### config.mk
export PLATFORM = sky130hd
export DESIGN_NAME = ram_arbiter_flat
export DESIGN_NICKNAME = d
export VERILOG_FILES = /design/src/rtl/cpu_types_pkg.sv /design/src/rtl/ram_arbiter_if.sv /design/src/rtl/rr_pick.sv /design/src/rtl/ram_arbiter.sv /design/src/flat_wrapper.sv
export SDC_FILE = /design/constraint.sdc
export NUM_CORES = 1
export LEC_CHECK = 0
export ABC_AREA = 1
export BUFFER_PORTS_ARGS = -buffer_cell sky130_fd_sc_hd__clkbuf_2
export CAP_MARGIN = 10
export CELL_PAD_IN_SITES_DETAIL_PLACEMENT = 0
export CELL_PAD_IN_SITES_GLOBAL_PLACEMENT = 1
export CORE_AREA = 2 2 168 170
export CTS_CLUSTER_DIAMETER = 100
export DETAILED_ROUTE_END_ITERATION = 12
export DIE_AREA = 0 0 170 172
export HOLD_SLACK_MARGIN = 0.12
export PLACE_DENSITY_LB_ADDON = 0.1
export REMOVE_ABC_BUFFERS = 1
export SLEW_MARGIN = 20
export SYNTH_ARGS = -nofsm -noshare
export SYNTH_HDL_FRONTEND = slang
export SYNTH_HIERARCHICAL = 1
export SYNTH_SLANG_ARGS = --single-unit
### constraint.sdc
create_clock -name CLK -period 2.4 [get_ports CLK]
set_input_delay 0 -clock CLK [delete_from_list [all_inputs] [get_ports CLK]]
set_output_delay 0 -clock CLK [all_outputs]
set_load 0.02 [all_outputs]
### src/rtl/cpu_types_pkg.sv
// -----------------------------------------------------------------------------
// cpu_types_pkg
// Shared CPU/memory types: RAM word, RAM handshake state, and the arbiter's
// FSM state and grant-source encodings. Also a helper that sizes an index
// field for N clients (at least one bit, so a single client still has a
// legal grant index).
// -----------------------------------------------------------------------------
package cpu_types_pkg;

    typedef logic [31:0] word_t;

    typedef enum logic [1:0] {
        FREE   = 2'd0,
        BUSY   = 2'd1,
        ACCESS = 2'd2,
        ERROR  = 2'd3
    } ramstate_t;

    typedef enum logic {
        IDLE  = 1'b0,
        GRANT = 1'b1
    } arb_state_t;

    typedef enum logic {
        DATA  = 1'b0,
        INSTR = 1'b1
    } arb_src_t;

    function automatic int idx_w(input int n);
        return (n > 1) ? $clog2(n) : 1;
    endfunction

endpackage

### src/rtl/ram_arbiter_if.sv
// -----------------------------------------------------------------------------
// ram_arbiter_if
// Bundles every cache-side and RAM-side signal of the RAM arbiter.
//   Cache side (per CPU): iREN, dREN, dWEN, iaddr, daddr, dstore requests;
//                         iwait, dwait stalls and iload, dload read data back.
//   RAM side:             ramREN, ramWEN, ramaddr, ramstore towards the RAM;
//                         ramload, ramstate from the RAM.
// Modports:
//   master - the system around the arbiter (caches + RAM model): drives the
//            requests and the RAM responses.
//   slave  - the arbiter itself.
// -----------------------------------------------------------------------------
interface ram_arbiter_if #(
    parameter int CPUS = 2
);
    import cpu_types_pkg::*;

    logic  [CPUS-1:0] iREN;
    logic  [CPUS-1:0] dREN;
    logic  [CPUS-1:0] dWEN;
    word_t [CPUS-1:0] iaddr;
    word_t [CPUS-1:0] daddr;
    word_t [CPUS-1:0] dstore;
    logic  [CPUS-1:0] iwait;
    logic  [CPUS-1:0] dwait;
    word_t [CPUS-1:0] iload;
    word_t [CPUS-1:0] dload;

    logic             ramREN;
    logic             ramWEN;
    word_t            ramaddr;
    word_t            ramstore;
    word_t            ramload;
    ramstate_t        ramstate;

    modport master (
        output iREN, dREN, dWEN, iaddr, daddr, dstore, ramload, ramstate,
        input  iwait, dwait, iload, dload, ramREN, ramWEN, ramaddr, ramstore
    );

    modport slave (
        input  iREN, dREN, dWEN, iaddr, daddr, dstore, ramload, ramstate,
        output iwait, dwait, iload, dload, ramREN, ramWEN, ramaddr, ramstore
    );

endinterface

### src/rtl/rr_pick.sv
// -----------------------------------------------------------------------------
// rr_pick
// Purely combinational rotating-priority picker. Searches req_i starting at
// ptr_i and moving upward, wrapping from N-1 to 0; the first set bit wins.
// Ports:
//   req_i    in  N     request vector
//   ptr_i    in  IW    index searched first
//   onehot_o out N     one-hot of the winner (all zero if none)
//   idx_o    out IW    index of the winner (0 if none)
//   valid_o  out 1     any request present
// -----------------------------------------------------------------------------
module rr_pick
    import cpu_types_pkg::*;
#(
    parameter int N = 2
) (
    input  logic [N-1:0]         req_i,
    input  logic [idx_w(N)-1:0]  ptr_i,
    output logic [N-1:0]         onehot_o,
    output logic [idx_w(N)-1:0]  idx_o,
    output logic                 valid_o
);
    localparam int IW = idx_w(N);

    int c;

    always_comb begin
        onehot_o = '0;
        idx_o    = '0;
        valid_o  = 1'b0;
        c        = 0;
        for (int i = 0; i < N; i++) begin
            c = int'(ptr_i) + i;
            if (c >= N) begin
                c = c - N;
            end
            if (!valid_o && req_i[c]) begin
                valid_o     = 1'b1;
                onehot_o[c] = 1'b1;
                idx_o       = IW'(c);
            end
        end
    end

endmodule

### src/rtl/ram_arbiter.sv
// -----------------------------------------------------------------------------
// ram_arbiter
// Shares one RAM port between CPUS cache pairs (icache + dcache per CPU).
// An IDLE cycle picks one source and registers it; GRANT then steers that
// source alone onto the RAM bus until the RAM reports ACCESS (one-cycle ack
// via the matching wait) or the source withdraws its request.
// Ports:
//   CLK   in  clock, rising edge
//   nRST  in  synchronous active-low reset
//   bus   slave modport of ram_arbiter_if (cache requests/stalls/load data,
//         RAM enables/address/store data, RAM load data/state)
// Parameters:
//   CPUS  number of cache-pair clients (1..8)
//   RR_EN 1 = round-robin across CPUs, 0 = fixed priority (CPU 0 highest)
// -----------------------------------------------------------------------------
module ram_arbiter
    import cpu_types_pkg::*;
#(
    parameter int CPUS  = 2,
    parameter bit RR_EN = 1'b1
) (
    input  logic          CLK,
    input  logic          nRST,
    ram_arbiter_if.slave  bus
);
    localparam int GW = idx_w(CPUS);

    arb_state_t      state_q, state_d;
    arb_src_t        gsrc_q, gsrc_d;
    logic [GW-1:0]   gcpu_q, gcpu_d;
    logic [GW-1:0]   rr_q, rr_d;

    logic [CPUS-1:0] data_req;
    logic [CPUS-1:0] any_req;
    logic [CPUS-1:0] pick_onehot;
    logic [GW-1:0]   pick_idx;
    logic [GW-1:0]   pick_ptr;
    logic            pick_valid;

    logic            g_iren, g_dren, g_dwen, g_active;
    word_t           g_iaddr, g_daddr, g_dstore;

    logic            ram_ren, ram_wen;
    word_t           ram_addr, ram_store;
    logic [CPUS-1:0] iwait_c, dwait_c;

    assign data_req = bus.dREN | bus.dWEN;
    assign any_req  = data_req | bus.iREN;

    // Fixed priority is just round-robin with the search always starting at 0.
    assign pick_ptr = RR_EN ? rr_q : '0;

    rr_pick #(.N(CPUS)) u_pick (
        .req_i    (any_req),
        .ptr_i    (pick_ptr),
        .onehot_o (pick_onehot),
        .idx_o    (pick_idx),
        .valid_o  (pick_valid)
    );

    // Live view of the granted CPU's request lines.
    assign g_iren   = bus.iREN[gcpu_q];
    assign g_dren   = bus.dREN[gcpu_q];
    assign g_dwen   = bus.dWEN[gcpu_q];
    assign g_iaddr  = bus.iaddr[gcpu_q];
    assign g_daddr  = bus.daddr[gcpu_q];
    assign g_dstore = bus.dstore[gcpu_q];
    assign g_active = (gsrc_q == DATA) ? (g_dren | g_dwen) : g_iren;

    always_comb begin
        state_d   = state_q;
        gsrc_d    = gsrc_q;
        gcpu_d    = gcpu_q;
        rr_d      = rr_q;
        ram_ren   = 1'b0;
        ram_wen   = 1'b0;
        ram_addr  = '0;
        ram_store = '0;
        iwait_c   = '1;
        dwait_c   = '1;
        case (state_q)
            IDLE: begin
                if (pick_valid) begin
                    state_d = GRANT;
                    gcpu_d  = pick_idx;
                    // Data side of the winning CPU beats its instruction side.
                    gsrc_d  = (|(pick_onehot & data_req)) ? DATA : INSTR;
                end
            end
            GRANT: begin
                if (gsrc_q == DATA) begin
                    // A simultaneous read and write resolves to the write.
                    ram_wen   = g_dwen;
                    ram_ren   = g_dren & ~g_dwen;
                    ram_addr  = g_daddr;
                    ram_store = g_dstore;
                end else begin
                    ram_ren   = g_iren;
                    ram_addr  = g_iaddr;
                end
                if (!g_active) begin
                    // Requester withdrew: abandon without ack or pointer move.
                    state_d = IDLE;
                end else if (bus.ramstate == ACCESS) begin
                    state_d = IDLE;
                    if (gsrc_q == DATA) begin
                        dwait_c[gcpu_q] = 1'b0;
                    end else begin
                        iwait_c[gcpu_q] = 1'b0;
                    end
                    if (RR_EN) begin
                        rr_d = (gcpu_q == GW'(CPUS - 1)) ? '0 : gcpu_q + 1'b1;
                    end
                end
            end
            default: begin
                state_d = IDLE;
            end
        endcase
    end

    always_ff @(posedge CLK) begin
        if (!nRST) begin
            state_q <= IDLE;
            gsrc_q  <= DATA;
            gcpu_q  <= '0;
            rr_q    <= '0;
        end else begin
            state_q <= state_d;
            gsrc_q  <= gsrc_d;
            gcpu_q  <= gcpu_d;
            rr_q    <= rr_d;
        end
    end

    assign bus.ramREN   = ram_ren;
    assign bus.ramWEN   = ram_wen;
    assign bus.ramaddr  = ram_addr;
    assign bus.ramstore = ram_store;
    assign bus.iwait    = iwait_c;
    assign bus.dwait    = dwait_c;
    // Load data is broadcast; the wait lines say who may use it.
    assign bus.iload    = {CPUS{bus.ramload}};
    assign bus.dload    = {CPUS{bus.ramload}};

endmodule

### src/flat_wrapper.sv
// flat-port wrapper written by rule: the top's interface ports become plain ports
module ram_arbiter_flat import cpu_types_pkg::*;
#(
    parameter int CPUS  = 2,
    parameter bit RR_EN = 1'b1
)
  (CLK, nRST, bus_iREN, bus_dREN, bus_dWEN, bus_iaddr, bus_daddr, bus_dstore, bus_ramload, bus_ramstate, bus_iwait, bus_dwait, bus_iload, bus_dload, bus_ramREN, bus_ramWEN, bus_ramaddr, bus_ramstore);
  ram_arbiter_if #(.CPUS(CPUS)) bus_i ();
  input  logic CLK;
  input  logic nRST;
  input wire logic [$bits(bus_i.iREN)-1:0] bus_iREN;
  input wire logic [$bits(bus_i.dREN)-1:0] bus_dREN;
  input wire logic [$bits(bus_i.dWEN)-1:0] bus_dWEN;
  input wire logic [$bits(bus_i.iaddr)-1:0] bus_iaddr;
  input wire logic [$bits(bus_i.daddr)-1:0] bus_daddr;
  input wire logic [$bits(bus_i.dstore)-1:0] bus_dstore;
  input wire logic [$bits(bus_i.ramload)-1:0] bus_ramload;
  input wire logic [$bits(bus_i.ramstate)-1:0] bus_ramstate;
  output wire logic [$bits(bus_i.iwait)-1:0] bus_iwait;
  output wire logic [$bits(bus_i.dwait)-1:0] bus_dwait;
  output wire logic [$bits(bus_i.iload)-1:0] bus_iload;
  output wire logic [$bits(bus_i.dload)-1:0] bus_dload;
  output wire logic [$bits(bus_i.ramREN)-1:0] bus_ramREN;
  output wire logic [$bits(bus_i.ramWEN)-1:0] bus_ramWEN;
  output wire logic [$bits(bus_i.ramaddr)-1:0] bus_ramaddr;
  output wire logic [$bits(bus_i.ramstore)-1:0] bus_ramstore;
  assign bus_i.iREN = bus_iREN;
  assign bus_i.dREN = bus_dREN;
  assign bus_i.dWEN = bus_dWEN;
  assign bus_i.iaddr = bus_iaddr;
  assign bus_i.daddr = bus_daddr;
  assign bus_i.dstore = bus_dstore;
  assign bus_i.ramload = bus_ramload;
  assign bus_i.ramstate = bus_ramstate;
  assign bus_iwait = bus_i.iwait;
  assign bus_dwait = bus_i.dwait;
  assign bus_iload = bus_i.iload;
  assign bus_dload = bus_i.dload;
  assign bus_ramREN = bus_i.ramREN;
  assign bus_ramWEN = bus_i.ramWEN;
  assign bus_ramaddr = bus_i.ramaddr;
  assign bus_ramstore = bus_i.ramstore;
  ram_arbiter #(.CPUS(CPUS), .RR_EN(RR_EN)) u_core (.CLK(CLK), .nRST(nRST), .bus(bus_i));
endmodule
* Yosys cells after proc, flatten, opt, wreduce, memory -nomap -nowiden
Index checks and enable logic that the tools add are counted. W data, S select, Z words.
Cells by class: reductions and logical operators 8, mux-type cells 55, order comparisons 8, bitwise logic cells 9, equality and inequality tests 1, divide/modulo/power cells 0, shift-type cells 0, multiply operators 0, add/subtract/negate cells 4
Operators with widths (count):
- $mux W32 | 12
- $ge A32 B1 Y1 const B | 2
- $lt A32 B3 Y1 const B | 2
- $mux W1 | 29
- $mux W2 | 10
- $or A2 B2 Y2 | 3
- $logic_and A1 B1 Y1 | 4
- $demux W1 S1 | 3
- $reduce_and A3 Y1 | 1
- $sub A1 B2 Y3 const B | 1
- $sub A2 B2 Y3 const B | 1
- $add A1 B1 Y2 const B | 1
- $and A2 B2 Y2 | 1
- $eq A2 B2 Y1 const B | 1
- $ge A1 B2 Y1 const B | 1
- $ge A2 B2 Y1 const B | 1
- $lt A1 B2 Y1 const B | 1
- $not A1 Y1 | 2
- $not A2 Y2 | 1
- $pmux W1 S2 | 1
- $reduce_and A2 Y1 | 1
- $reduce_or A2 Y1 | 1
- $add A1 B1 Y1 const B | 1
- $and A1 B1 Y1 | 1
- other kinds (3) | 3
Word-level totals: logic and storage cells 89, latch bits 0, memories 0, output and inout bits 198, bits in writable memories 0, ROM bits 0, register bits after elaboration 4, input port bits 234

* Depth between registers and ports, before layout
word-level depth 12, depth in mapped cells 9, mapped depth without buffers 9

* Cells and area by module
Netlist, hierarchy kept.
Modules (own cells, without submodules):
- ram_arbiter | seq. area each 80.1 µm², cells each 405, times used 1, area each 2494.9 µm²
- rr_pick | seq. area each 0.0 µm², cells each 14, times used 1, area each 55.1 µm²

* Worst setup path before layout
OpenSTA, ideal clock, no wires.
kind register to output, start reg u_core.gcpu_q, end out bus_ramaddr[22], data arrival time 1342 ps, path slack 1058 ps, cell stages (with the launch flop) 6, path buffers 2, data required time 2400 ps, cell sequence dfxtp_1 > buf_2 > inv_2 > clkbuf_1 > nand3_1 > a31oi_1
Between the ends: cells in the longest elaborated chain, start to end 4, elaborated cells on any way between the ends 6, those cells by class mux: 6
Ends and longest elaborated chain:
- start: declaration | line ram_arbiter.sv:30 | logic [GW-1:0] gcpu_q, gcpu_d;
- start signal: assignment | line ram_arbiter.sv:131 | gcpu_q <= gcpu_d;
- $mux W32, on equally long branches (2 in a row) | line ram_arbiter.sv:66, ram_arbiter.sv:65
- $mux W32 * | line ram_arbiter.sv:91 | if (gsrc_q == DATA) begin
- $mux W32 * | line ram_arbiter.sv:81 | case (state_q)
- end: declaration | line flat_wrapper.sv:25 | output wire logic [$bits(bus_i.ramaddr)-1:0] bus_ramaddr;
Every way passes the cells marked *; elsewhere a longest branch is shown, timed or not. The select of a mux whose other input is x is not followed.

* Final worst setup path
start reg u_core.gsrc_q, end out bus_ramaddr[16]
Between the ends: cells in the longest elaborated chain, start to end 2
Ends and longest elaborated chain:
- start: declaration | line ram_arbiter.sv:29 | arb_src_t gsrc_q, gsrc_d;
- start signal: assignment | line ram_arbiter.sv:130 | gsrc_q <= gsrc_d;
- $mux W32 | line ram_arbiter.sv:91
- $mux W32 | line ram_arbiter.sv:81
Every way passes these cells.

==> run metrics <==
outcome=complete, no violations; clock power share=0.172; cell mode on critical path=inv_2; core area=27480 µm²; routed vias/inst=about 3.9; via count=3578; Detail Placement HPWL=16.37 mm; Gate Count Post-Synth=419; Synth Area in Simple Gates=0.2198; Slew Viols, Final=0; main combinational cell family by area after synthesis=buffers and inverters; Top delay family on crit path=buffers and inverters; max_cap viols=0; number of detailed-route iterations in the first pass=4; Worst Skew=around 0.00048 ns; remaining global-route overflow=0; Area contributors post-synth=buf_4, a22oi_1, a31oi_1; Tcrit/Tclk final=0.8313; Startpoint Class=register; fmax=501.2 MHz; Synth Warn #=6; Final WS setup=0.4049 ns; TritonCTS Buffers=3; internal power=0.6745 mW; CTS H-tree depth=1; Final ANT Viol Nets=0; final wirelength=roughly 19 mm; # nets final=roughly 810; Worst path max stage delay=about 0.42 ns; CP bufs+invs=4; Hold Buf Count CTS=33; Clk Latency, worst-skew pair=0.23 ns; worst-margin pin slew=1.208 ns; initial drt markers=211; Die X=170 µm; worst min path class=input pin to register; vias in the first global route=about 3600; Seq pwr share=0.059; Placement Setup Slack=0.5662 ns; Tot GR Track Use=0.1208; PortBufs=271; FF/Latch Area=81.33 µm²; initial core utilization=0.09281; clock sink count=4; postcts setup bufs=0; Worst Path Class, Setup=register to primary output; clock root buffer=clkbuf_16; initial antenna violation count=3; combinational share of power=0.769; Die Y=172 µm; CTS resizes=0; synthesized area=between 2000 and 3000 µm²; Avg Synthesized Cell Area=6.086 µm²; Setup-failing EPs final=0; Synth Area in Compound Gates=0.2905; Peak supply drop=0.0002220 V; Arr. time, crit path=2.00 ns; area share of the largest cell type after synthesis=0.3827; setup_tns=0 ns; Synth Area in XOR/XNOR=0; Final Hold Viols=0; DRC=0; area leader, netlist=buf_4; Netlist cell types=21; commonest non-fill, non-tap cell in the layout=clkbuf_2; CTS tree=yes; leakage=1.858 nW; post-synthesis mux area share=0; CTS clk-pin slew, worst paths=0.03 ns; nature of the critical path endpoint=primary output; Worst EP required=about 2.4 ns; first-pass GRT wire length=25.20 mm; Rel. slew slack=0.1921; largest net degree at the start of global routing=57; commonest non-fill, non-tap cells in the layout=clkbuf_2, a22oi_1, nand2_1, nor2_1, nand3_1; adder-cell share of the synthesized area=0; post-synthesis sequential area ratio=0.03140; switching part of the total=0.5588; Routed WL per cell=21.07 µm; P&R area growth vs syn=46.61%; GP Congestion=0.8408; row cnt=61; share of cells above drive strength 1=0.5035; IO Pins=432; Clock Tree Buf Depth=2; die area=29240 µm²; Multi-input gate area=1301 µm²; PwrDens=approximately 410 nW/µm²; crit path max-delay cell type=dfxtp_2; Fin Hold WS=0.1500 ns; Yosys reg bits=4; total power=1.529 mW; Cell Chain, Critical Path=inv_2, nand2_1, inv_2, buf_12, a22oi_1, a31oi_1, clkbuf_2; Final min period=~2 ns; NetSw=0.8542 mW; RSZ-0062 raised after global routing=no; Fillers=3276; crit-path max FO=38
flip-flops by register name (all words and copies together), names as in the netlist:
name,flops
u_core/gcpu_q,1
u_core/gsrc_q,1
u_core/pick_ptr,1
u_core/state_q,1
kinds of logic (layout without fill, tap and decap cells):
| kind of cell | count (synthesis) | count (layout) |
|---|---|---|
| AOI/OAI and AO/OA | 107 | 107 |
| other | 0 | 2 |
| DFF | 4 | 4 |
| and+or+nand+nor | 132 | 132 |
| buffers and inverters | 176 | 333 |
area by class of cell:
cell class,count,area share
diodes,2,0.001339
well taps,346,0.1158
flip-flops and latches,4,0.02175
repair buffers,313,0.4759
clock buffers,3,0.02008
inverters,17,0.01707
multi-input cells,239,0.3481
routing by layer:
layer	global-route usage	wire length, µm	part of all wire
met1	0.1441	7951	0.41
met2	0.1982	8869	0.46
met3	0.06043	2367	0.12
met4	0.01412	177	0.0091
met5	0.02609	102	0.0052
worst reg2reg max path, delay by kind of cell (launching register included):
family | cells | cell delay [ns]
DFF | 1 | 0.55
and+or+nand+nor | 5 | 0.49
buffers and inverters | 1 | 0.38
AOI/OAI and AO/OA | 1 | 0.11
path summary, 6_finish.rpt:
path | startpoint | end | slack (ns) | depth (start not counted)
setup / recovery | u_core/gsrc_q$_SDFFE_PN0P_ | bus_ramaddr[16] | 0.40 | 7
hold reg to reg | u_core/pick_ptr$_SDFFE_PN0P_ | u_core/pick_ptr$_SDFFE_PN0P_ | 0.54 | 2
hold / removal | bus_ramstate[0] | u_core/pick_ptr$_SDFFE_PN0P_ | 0.15 | 4
setup reg to reg | u_core/gsrc_q$_SDFFE_PN0P_ | u_core/pick_ptr$_SDFFE_PN0P_ | 0.81 | 7
through the flow:
stage,instance area [µm²],utilization,std cells
2_1_floorplan,1445,-,260
6_report,3739,0.1361,924
4_1_cts,3734,0.1359,922
3_3_place_gp,3328,0.1211,886
5_1_grt,3734,0.1359,922
3_5_place_dp,3328,0.1211,886
synth_stat cells, drive strengths merged:
cell type / number
a22oi: 64
or3: 1
a21oi: 5
nand3b: 1
buf: 146
dfxtp: 4
nand2: 51
clkbuf: 13
inv: 17
nand4: 1
nor2: 41
a211oi: 1
o21a: 1
a31oi: 32
nand3: 36
nor3: 1
o21ai: 4
power groups by stage:
stage	clock network, mW	logic (mW)	registers, mW
floorplan	0	0.463	0.0943
global placement	0	0.922	0.0923
detailed placement	0	0.915	0.0935
CTS	0.270	1.18	0.0925
global route	0.274	1.26	0.0943
finish	0.263	1.18	0.0906
Note: power is estimated with default switching activity, not from simulation.
